## config.mk

```make
export PLATFORM = sky130hd
export DESIGN_NAME = assoc_tlb_ctrl
export DESIGN_NICKNAME = d
export VERILOG_FILES = /design/src/rtl/assoc_tlb_ctrl.sv
export SDC_FILE = /design/constraint.sdc
export NUM_CORES = 1
export LEC_CHECK = 0
export ABC_AREA = 1
export CORE_MARGIN = 5
export CORE_UTILIZATION = 40
export CTS_CLUSTER_DIAMETER = 100
export DETAILED_ROUTE_END_ITERATION = 10
export GPL_ROUTABILITY_DRIVEN = 0
export PLACE_DENSITY = 0.66
export REMOVE_ABC_BUFFERS = 1
export SLEW_MARGIN = 20
export SYNTH_ARGS = -nofsm -noshare
export SYNTH_HDL_FRONTEND = slang
export SYNTH_SLANG_ARGS = --single-unit
```

## constraint.sdc

```tcl
create_clock -name clk -period 4.65 [get_ports clk]
set_clock_uncertainty 0.2 [all_clocks]
set_input_delay 1.395 -clock clk [delete_from_list [all_inputs] [get_ports clk]]
set_output_delay 1.395 -clock clk [all_outputs]
set_load 0.005 [all_outputs]
```

## src/rtl/assoc_tlb_ctrl.sv

```systemverilog
// assoc_tlb_ctrl: fully associative, ASID-tagged TLB with a single-outstanding miss FSM refilling from a PTW.
// Latency: hit response 2 cycles after request acceptance; miss response 1 cycle after ptw_resp_valid.
// Backpressure: req_ready only in IDLE; PTW request held stable until ptw_req_ready; responses never stall.
// Optional build macro TLB_PERF_CNT_EN adds saturating 32-bit hit/miss counters (outputs read 0 otherwise).
module assoc_tlb_ctrl #(
  parameter int ENTRY_NUM         = 16,
  parameter int VPN_WIDTH         = 20,
  parameter int PPN_WIDTH         = 20,
  parameter int PAGE_OFFSET_WIDTH = 12,
  parameter int ASID_WIDTH        = 8
) (
  input  logic                                 clk,
  input  logic                                 rst_n,
  input  logic                                 req_valid,
  output logic                                 req_ready,
  input  logic [VPN_WIDTH+PAGE_OFFSET_WIDTH-1:0] req_vaddr,
  input  logic [ASID_WIDTH-1:0]                req_asid,
  output logic                                 resp_valid,
  output logic [PPN_WIDTH+PAGE_OFFSET_WIDTH-1:0] resp_paddr,
  output logic                                 resp_fault,
  output logic                                 resp_hit,
  output logic                                 ptw_req_valid,
  input  logic                                 ptw_req_ready,
  output logic [VPN_WIDTH-1:0]                 ptw_req_vpn,
  output logic [ASID_WIDTH-1:0]                ptw_req_asid,
  input  logic                                 ptw_resp_valid,
  input  logic [PPN_WIDTH-1:0]                 ptw_resp_ppn,
  input  logic                                 ptw_resp_fault,
  input  logic                                 flush,
  input  logic                                 flush_asid_only,
  input  logic [ASID_WIDTH-1:0]                flush_asid,
  output logic [31:0]                          hit_count,
  output logic [31:0]                          miss_count
);

  localparam int IDX_W = $clog2(ENTRY_NUM);

  typedef enum logic [1:0] {S_IDLE, S_LOOKUP, S_WALK_REQ, S_WALK_WAIT} state_t;

  state_t                         r_state, w_state_nxt;
  logic [VPN_WIDTH-1:0]           r_vpn;
  logic [PAGE_OFFSET_WIDTH-1:0]   r_off;
  logic [ASID_WIDTH-1:0]          r_asid;
  logic [ENTRY_NUM-1:0]           r_ent_vld;
  logic [VPN_WIDTH-1:0]           r_ent_vpn  [ENTRY_NUM];
  logic [ASID_WIDTH-1:0]          r_ent_asid [ENTRY_NUM];
  logic [PPN_WIDTH-1:0]           r_ent_ppn  [ENTRY_NUM];
  logic [IDX_W-1:0]               r_rr_ptr;
  logic                           r_drop;
  logic                           r_resp_valid, r_resp_fault, r_resp_hit;
  logic [PPN_WIDTH+PAGE_OFFSET_WIDTH-1:0] r_resp_paddr;

  logic                           w_hit;
  logic [PPN_WIDTH-1:0]           w_hit_ppn;
  logic                           w_has_inv;
  logic [IDX_W-1:0]               w_victim;
  logic [ENTRY_NUM-1:0]           w_flush_sel;
  logic                           w_walk_done;
  logic                           w_fill;
  logic                           w_in_walk;

  // Tag match against the captured request; descending scan so the lowest matching index wins.
  always_comb begin
    w_hit     = 1'b0;
    w_hit_ppn = '0;
    for (int i = ENTRY_NUM - 1; i >= 0; i--) begin
      if (r_ent_vld[i] && r_ent_vpn[i] == r_vpn && r_ent_asid[i] == r_asid) begin
        w_hit     = 1'b1;
        w_hit_ppn = r_ent_ppn[i];
      end
    end
  end

  // Victim: lowest invalid slot if any, otherwise the round-robin pointer.
  always_comb begin
    w_has_inv = 1'b0;
    w_victim  = r_rr_ptr;
    for (int i = ENTRY_NUM - 1; i >= 0; i--) begin
      if (!r_ent_vld[i]) begin
        w_has_inv = 1'b1;
        w_victim  = IDX_W'(i);
      end
    end
  end

  // Entries hit by the flush: all of them, or only those tagged with flush_asid.
  always_comb begin
    for (int i = 0; i < ENTRY_NUM; i++) begin
      w_flush_sel[i] = !flush_asid_only || (r_ent_asid[i] == flush_asid);
    end
  end

  assign w_walk_done = (r_state == S_WALK_WAIT) && ptw_resp_valid;
  assign w_in_walk   = (r_state == S_WALK_REQ) || (r_state == S_WALK_WAIT);
  // A flush in the same cycle, or one seen earlier in this walk, suppresses the fill.
  assign w_fill      = w_walk_done && !ptw_resp_fault && !r_drop && !flush;

  // Next-state and handshake outputs.
  always_comb begin
    w_state_nxt   = r_state;
    req_ready     = 1'b0;
    ptw_req_valid = 1'b0;
    case (r_state)
      S_IDLE: begin
        req_ready = 1'b1;
        if (req_valid) w_state_nxt = S_LOOKUP;
      end
      S_LOOKUP:    w_state_nxt = w_hit ? S_IDLE : S_WALK_REQ;
      S_WALK_REQ: begin
        ptw_req_valid = 1'b1;
        if (ptw_req_ready) w_state_nxt = S_WALK_WAIT;
      end
      S_WALK_WAIT: if (ptw_resp_valid) w_state_nxt = S_IDLE;
      default:     w_state_nxt = S_IDLE;
    endcase
  end

  // State register, request capture, drop flag and registered response.
  always_ff @(posedge clk or negedge rst_n) begin
    if (!rst_n) begin
      r_state      <= S_IDLE;
      r_vpn        <= '0;
      r_off        <= '0;
      r_asid       <= '0;
      r_drop       <= 1'b0;
      r_resp_valid <= 1'b0;
      r_resp_fault <= 1'b0;
      r_resp_hit   <= 1'b0;
      r_resp_paddr <= '0;
    end else begin
      r_state      <= w_state_nxt;
      r_resp_valid <= 1'b0;
      r_resp_fault <= 1'b0;
      r_resp_hit   <= 1'b0;
      if (r_state == S_IDLE && req_valid) begin
        r_vpn  <= req_vaddr[VPN_WIDTH+PAGE_OFFSET_WIDTH-1:PAGE_OFFSET_WIDTH];
        r_off  <= req_vaddr[PAGE_OFFSET_WIDTH-1:0];
        r_asid <= req_asid;
      end
      if (w_state_nxt == S_IDLE)  r_drop <= 1'b0;
      else if (flush && w_in_walk) r_drop <= 1'b1;
      if (r_state == S_LOOKUP && w_hit) begin
        r_resp_valid <= 1'b1;
        r_resp_hit   <= 1'b1;
        r_resp_paddr <= {w_hit_ppn, r_off};
      end else if (w_walk_done) begin
        r_resp_valid <= 1'b1;
        r_resp_fault <= ptw_resp_fault;
        r_resp_paddr <= ptw_resp_fault ? '0 : {ptw_resp_ppn, r_off};
      end
    end
  end

  // Valid bits and round-robin pointer; flush takes priority over a fill.
  always_ff @(posedge clk or negedge rst_n) begin
    if (!rst_n) begin
      r_ent_vld <= '0;
      r_rr_ptr  <= '0;
    end else if (flush) begin
      r_ent_vld <= r_ent_vld & ~w_flush_sel;
    end else if (w_fill) begin
      r_ent_vld[w_victim] <= 1'b1;
      if (!w_has_inv) r_rr_ptr <= r_rr_ptr + 1'b1;
    end
  end

  // Entry payload; only meaningful while the valid bit is set, so no reset needed.
  always_ff @(posedge clk) begin
    if (w_fill) begin
      r_ent_vpn[w_victim]  <= r_vpn;
      r_ent_asid[w_victim] <= r_asid;
      r_ent_ppn[w_victim]  <= ptw_resp_ppn;
    end
  end

  assign resp_valid   = r_resp_valid;
  assign resp_paddr   = r_resp_paddr;
  assign resp_fault   = r_resp_fault;
  assign resp_hit     = r_resp_hit;
  assign ptw_req_vpn  = r_vpn;
  assign ptw_req_asid = r_asid;

`ifdef TLB_PERF_CNT_EN
  logic [31:0] r_hit_cnt, r_miss_cnt;

  // Saturating lookup outcome counters; flush leaves them alone.
  always_ff @(posedge clk or negedge rst_n) begin
    if (!rst_n) begin
      r_hit_cnt  <= '0;
      r_miss_cnt <= '0;
    end else if (r_state == S_LOOKUP) begin
      if (w_hit && r_hit_cnt != 32'hFFFF_FFFF)   r_hit_cnt  <= r_hit_cnt + 32'd1;
      if (!w_hit && r_miss_cnt != 32'hFFFF_FFFF) r_miss_cnt <= r_miss_cnt + 32'd1;
    end
  end

  assign hit_count  = r_hit_cnt;
  assign miss_count = r_miss_cnt;
`else
  assign hit_count  = 32'd0;
  assign miss_count = 32'd0;
`endif

endmodule

```

==> impl_metrics.ini, run 1 <==
[outcome]
status = complete, no violations

[power_and_ir_drop]
powerDensity_mw_per_mm2 = 511
comb_power_share_pct = 27.9
vdd_drop_max_mv = 0.565
p_total_mw = 23.5
p_sw_mw = 7.91
p_int_mw = 15.6
p_leak_nw = 17.5
p_sw_share_pct = 33.6
pwr-share-clk_pct = 31.0
pwr-share-seq_pct = 41.0

[clock_network]
ctsResizeCount = 0
clk_latency_ns = 0.65
cts_hold_buf = 0
clock-sinks = 866
cts_buffers = 87
path_clk_slew_ns = 0.06
cts_tree = built
htreeDepth = 3
postCtsSetupRepairBufs = 0
clk_path_buf_depth = 3
root_buffer = clkbuf_16

[synthesis]
syn_inst = 3767
ys_top_cells_by_count = nand2_1 (951), edfxtp_1 (768), nor2_1 (424)
synth_top_area_share_pct = 57.9
yosysWarnings = 0
syn-mean-instance-area_um2 = 10.6
synth_seq_area_share_pct = 64.1
yosysMostFrequentCell = nand2_1
synth-async-reset-ratio_pct = 11.3
ys_seq_elements = 866
synthTopCellsByArea = edfxtp_1 (58%), nand2_1 (9.0%), dfrtp_1 (6.2%), nor2_1 (4.0%), xnor2_1 (3.1%)
synth_top_area_cell = edfxtp_1
synth_edf_count = 768
syn_area_mm2 = 0.0398
synthFlopType = edfxtp_1
synth.distinct_cells = 57

[min_path]
hold_path_class = flip-flop to flip-flop

[timing]
fmax_mhz = 242
rsz0062_at_grt = no
finalSetupViolCount = 0
fin_crit_ns = 4.14
worst_pin_slew_ns = 1.08
relSlewSlack_pct = 27.8
fin_ws_ns = 0.513
final.setup.tns_ns = 0
fin_crit_sh_pct = 89.0
finalHoldViolCount = 0
drv_slew = 0

[worst_setup_path]
slowest_delay_ns = 0.58
crit_chain = inv_2 > o21ai_0 > nor2_1 > nand4_1 > nor2_1 > nand4_1 > nor2_2 > buf_12 > a21oi_1 > nand3_1 > nor4_2 > nand2_2 > nand3_4 > buf_12 > nor2_1 > nand2_1 > a21oi_1
worst_setup_path_start_kind = flip-flop
worstPathRequired_ns = 5.00
cpMostUsedCell = nor2_1
setup.worst_path.end_class = flip-flop
crit_buf_inv = 3
rrSetupSlack_ns = 0.51
path_max_fanout = 40
slowest_stage = inv_2
path_class = flip-flop to flip-flop
worstPathArrival_ns = 4.49
critPathTopFamily = simple AND/OR/NAND/NOR gates

[die]
rows = 115
initial_core_util_pct = 40.4
core_mm2 = 0.0986
die_h_um = 325
die_area_mm2 = 0.106
die_w_um = 325
io_pins = 205

[routing]
route.detailed.wl_per_inst_um = 23.6
dr.pass1.iters = 5
wirelength_um = 126000
drt_iter0_markers = 3938
post-route-drc-count = 0
ant_nets = 0
vias = 29400
avgViaCountPerCell = 5.52

[placement]
dp_hpwl_um = 77900
dp.cells = 5157
numPortBuffers = 140
place_ws_ns = 0.459

[cells_and_area]
fillers = 8796
finalNonFillerCells = 5320
areaGrowthSynthToFinish_pct = 15.6
final_nets = 4036
num_antenna_cells = 0
layout-drive-gt1-share_pct = 10.7
postLayoutCoreUtil_pct = 46.7

[grt]
track_usage_pct = 22.7
overflow = 0
grt_pass1_vias = 27900
antenna_found_initial = 8
grt_first_pass_wirelength_um = 181000
grt_max_degree = 74

[run]
cap_violations = 0
==> cells by family after synthesis <==
group                    count (synthesis)  share of synthesized area, %
buffers and inverters                  518                          6.37
AO/OA/AOI/OAI                          451                          6.84
flip-flops                             866                          64.1
other                                    1                       0.00942
AND/OR/NAND/NOR                       1737                          18.3
XOR/XNOR                               180                          3.96
multiplexers                            13                         0.368
adder cells (fa/ha/maj)                  1                        0.0314
==> sequential cells by signal, summed over array words and instances (netlist names) <==
name	count
ptw_req_asid	8
ptw_req_vpn	20
r_drop	1
r_ent_asid	128
r_ent_ppn	320
r_ent_vld	16
r_ent_vpn	320
r_off	12
r_rr_ptr	4
r_state	2
resp_fault	1
resp_hit	1
resp_paddr	32
resp_valid	1
==> layout make-up <==
class / count / area (µm²) / area share [%]
clock buffer: 116 / 2460 / 5.35
clock inverter: 47 / 503 / 1.09
inverter: 276 / 1040 / 2.26
multi-input combinational: 2446 / 12100 / 26.3
sequential: 866 / 25500 / 55.5
tap: 1287 / 1610 / 3.50
timing repair buffer: 282 / 2780 / 6.04
==> worst reg2reg max path: stages, from the launching register on <==
cell,delay [ns]
dfrtp_1,0.49
inv_2,0.58
o21ai_0,0.17
nor2_1,0.23
nand4_1,0.18
nor2_1,0.13
nand4_1,0.25
nor2_2,0.22
buf_12,0.22
a21oi_1,0.10
nand3_1,0.20
nor4_2,0.09
nand2_2,0.14
nand3_4,0.23
buf_12,0.26
nor2_1,0.12
nand2_1,0.10
a21oi_1,0.14
==> power by group through the flow <==
stage	clock (mW)	combinational (mW)	sequential (mW)
after floorplan	0	2.18	10.2
after CTS	7.35	6.37	9.65
after detailed placement	0	6.35	9.81
after global routing	7.69	6.77	9.69
after global placement	0	6.26	9.80
final	7.30	6.58	9.66
==> cells in the final DEF (no fill, tap or decap), types with 13 or more instances in the layout <==
cell type        netlist  layout
nand2_1              951     950
edfxtp_1             768     768
nor2_1               424     408
inv_1                251     251
a21oi_1              162     162
xnor2_1              142     142
nand3_1              139     139
clkdlybuf4s50_1        0     139
buf_4                 89     118
dfrtp_1               98      95
clkbuf_16              0      92
o21ai_0               91      91
o22ai_1               84      84
or2_2                 78      78
conb_1                 1      64
nand4_1               53      53
xor2_1                38      38
a221oi_1              30      30
nor3_1                29      29
nor4_1                25      25
buf_12                 0      25
inv_2                 21      21
clkinv_2               0      21
a22o_1                19      19
nor2_4                 3      19
clkbuf_1              54      17
o41ai_1               16      16
a211oi_1              14      14
o21ai_1               13      13
mux2_2                13      13
==> per-stage QoR <==
step                      cell area (µm²)  hold WS [ns]
after floorplan                     38500         0.236
after global placement              43100         0.247
after detailed placement            43100         0.259
after CTS                           46000         0.265
after global routing                46000         0.293
final                               46000         0.263
==> worst paths after layout <==
path | startpoint | end | cells after the start
hold / removal | r_off[7] | resp_paddr[7] | 2
setup reg to reg | ptw_req_asid[3] | resp_paddr[20] | 17
max in group asynchronous | rst_n | r_ent_vld[1] | 2
min in group asynchronous | rst_n | r_ent_vld[7] | 1
setup / recovery | ptw_req_asid[3] | resp_paddr[20] | 17
hold reg to reg | r_off[7] | resp_paddr[7] | 2
==> layer usage <==
layer	global-route usage, %	part of all wire (%)	vias to the layer above
met1	30.5	39	14000
met4	9.88	5.0	2
met2	36.2	45	1898
li1	-	-	13100
met5	0	0.015	-
met3	4.44	11	356
Note: power is estimated with default switching activity, not from simulation.
==> inputs of run 2 (changes only) <==
--- a/config.mk
+++ b/config.mk
@@ -6,6 +6,7 @@
 export NUM_CORES = 1
 export LEC_CHECK = 0
 export ABC_AREA = 1
+export CORE_ASPECT_RATIO = 1.25
 export CORE_MARGIN = 5
 export CORE_UTILIZATION = 40
 export CTS_CLUSTER_DIAMETER = 100
==> impl_metrics.ini, run 2 (synthesis results as in run 1) <==
[die]
initial_core_util_pct = 40.2
die_area_mm2 = 0.106
io_pins = 205
die_w_um = 292
rows = 129
die_h_um = 363
core_mm2 = 0.0989

[grt]
grt_first_pass_wirelength_um = 181000
antenna_found_initial = 2
overflow = 0
grt_pass1_vias = 27900
grt_max_degree = 55
track_usage_pct = 22.7

[timing]
final.setup.tns_ns = 0
fmax_mhz = 238
drv_slew = 0
worst_pin_slew_ns = 0.966
fin_crit_sh_pct = 90.2
rsz0062_at_grt = no
hold_slack_ns = 0.264
fin_crit_ns = 4.19
finalHoldViolCount = 0
finalSetupViolCount = 0
relSlewSlack_pct = 35.4

[routing]
route.detailed.wl_per_inst_um = 23.2
drt_iter0_markers = 3698
vias = 29200
dr.pass1.iters = 6
ant_nets = 0
wirelength_um = 124000
post-route-drc-count = 0
avgViaCountPerCell = 5.44

[worst_setup_path]
regToRegEndpoint = resp_paddr[21]
path_class = flip-flop to flip-flop
crit_chain = buf_4 > xnor2_1 > nand3_1 > nor4_1 > nand3_1 > nor4_4 > or2_1 > nor4_1 > nand2_2 > nand3_4 > nand2_1 > nor2_1 > a21oi_1
worst_setup_path_start_kind = flip-flop
reg2regPathDepth = 13
slowest_stage = dfrtp_2
setup.worst_path.end_class = flip-flop
slowest_delay_ns = 0.71
critPathTopFamily = simple AND/OR/NAND/NOR gates
worstPathRequired_ns = 5.01
worstPathArrival_ns = 4.55
reg2reg_from = ptw_req_asid[1]
path_max_fanout = 21
rrSetupSlack_ns = 0.46
crit_buf_inv = 1

[placement]
numPortBuffers = 140
dp_hpwl_um = 79400

[min_path]
hold_path_class = flip-flop to flip-flop
hold_path_depth = 2
hold_start = r_off[9]
min_to = resp_paddr[9]

[clock_network]
root_buffer = clkbuf_16
ctsResizeCount = 0
clock-sinks = 866
clk_latency_ns = 0.66
clk_path_buf_depth = 3
cts_buffers = 84
htreeDepth = 3
postCtsSetupRepairBufs = 0
path_clk_slew_ns = 0.06
cts_hold_buf = 0
cts_tree = built

[power_and_ir_drop]
vdd_drop_max_mv = 0.587
p_leak_nw = 17.5
powerDensity_mw_per_mm2 = 505

[cells_and_area]
num_antenna_cells = 0
areaGrowthSynthToFinish_pct = 15.6
reg.largest.list = r_ent_ppn: 320 flops, r_ent_vpn: 320 flops, r_ent_asid: 128 flops
final_nets = 4054
final_cell_mix = nand2_1 (950), edfxtp_1 (768), nor2_1 (408), inv_1 (251), a21oi_1 (162)
final_common_cell = nand2_1
layout-drive-gt1-share_pct = 10.8
fillers = 8922

[outcome]
status = complete, no violations

[run]
cap_violations = 0
-- run 2: cell count changes in the layout (fill, tap and decap cells not counted), moves of 2 or more --
cell        delta
clkbuf_16      -2
clkinv_2       -9
bufinv_16      -4
buf_4         +19
buf_12         +2
clkbuf_1       +9
clkinvlp_4     -3
-- run 2: worst min-delay path: cells and delay by family, from the launching register on --
kind / cells / cell delay (ns)
flip-flops: 1 / 0.34
AND/OR/NAND/NOR: 2 / 0.10
-- run 2: worst max-delay path by stage --
stage / startpoint / endpoint / slack (ns) / cells past startpoint
after floorplan: ptw_resp_valid / r_ent_asid[6][0] / -1.40 / 8
after global placement: ptw_resp_valid / r_ent_ppn[15][14] / 0.43 / 11
after detailed placement: ptw_resp_valid / r_ent_vpn[1][8] / 0.42 / 10
after CTS: ptw_req_asid[1] / resp_paddr[23] / 0.52 / 13
after global routing: ptw_req_asid[1] / resp_paddr[24] / 0.29 / 13
final: ptw_req_asid[1] / resp_paddr[21] / 0.46 / 13
-- run 2: final cells by class --
class,count,area [µm²],share of cell area (%)
clock inverters,30,299,0.650
multi-input cells,2446,12100,26.3
clock buffers,124,2460,5.34
well taps,1310,1640,3.56
flip-flops and latches,866,25500,55.4
repair buffers,303,2960,6.43
inverters,276,1040,2.26
-- run 2: through the flow --
step	worst slack (ns)	utilization [%]	instances	area [µm²]	power, mW
after global routing	0.288	46.5	5355	46000	23.9
after CTS	0.517	46.5	5355	46000	23.1
after floorplan	-1.40	-	3588	38500	12.4
after detailed placement	0.424	43.7	5201	43300	16.2
final	0.455	46.5	5355	46000	23.2
after global placement	0.434	43.7	5201	43300	16.2
-- run 2: where the power goes --
| part | switching, mW | total [mW] | internal, mW |
|---|---|---|---|
| Sequential | 0.365 | 9.70 | 9.34 |
| Combinational | 4.53 | 6.61 | 2.08 |
| Clock | 2.92 | 6.92 | 4.00 |
| Total | 7.82 | 23.2 | 15.4 |
-- run 2: layer usage --
layer  vias up  share of wire (%)  routed length (µm)  global-route usage, %
li1      13100                  -                   -                      -
met1     13900                 37               46300                   29.0
met2      1671                 46               57200                   36.9
met3       405                 11               13300                   4.30
met4         0                6.0                7500                   11.8
met5         -                  0                   0                      0
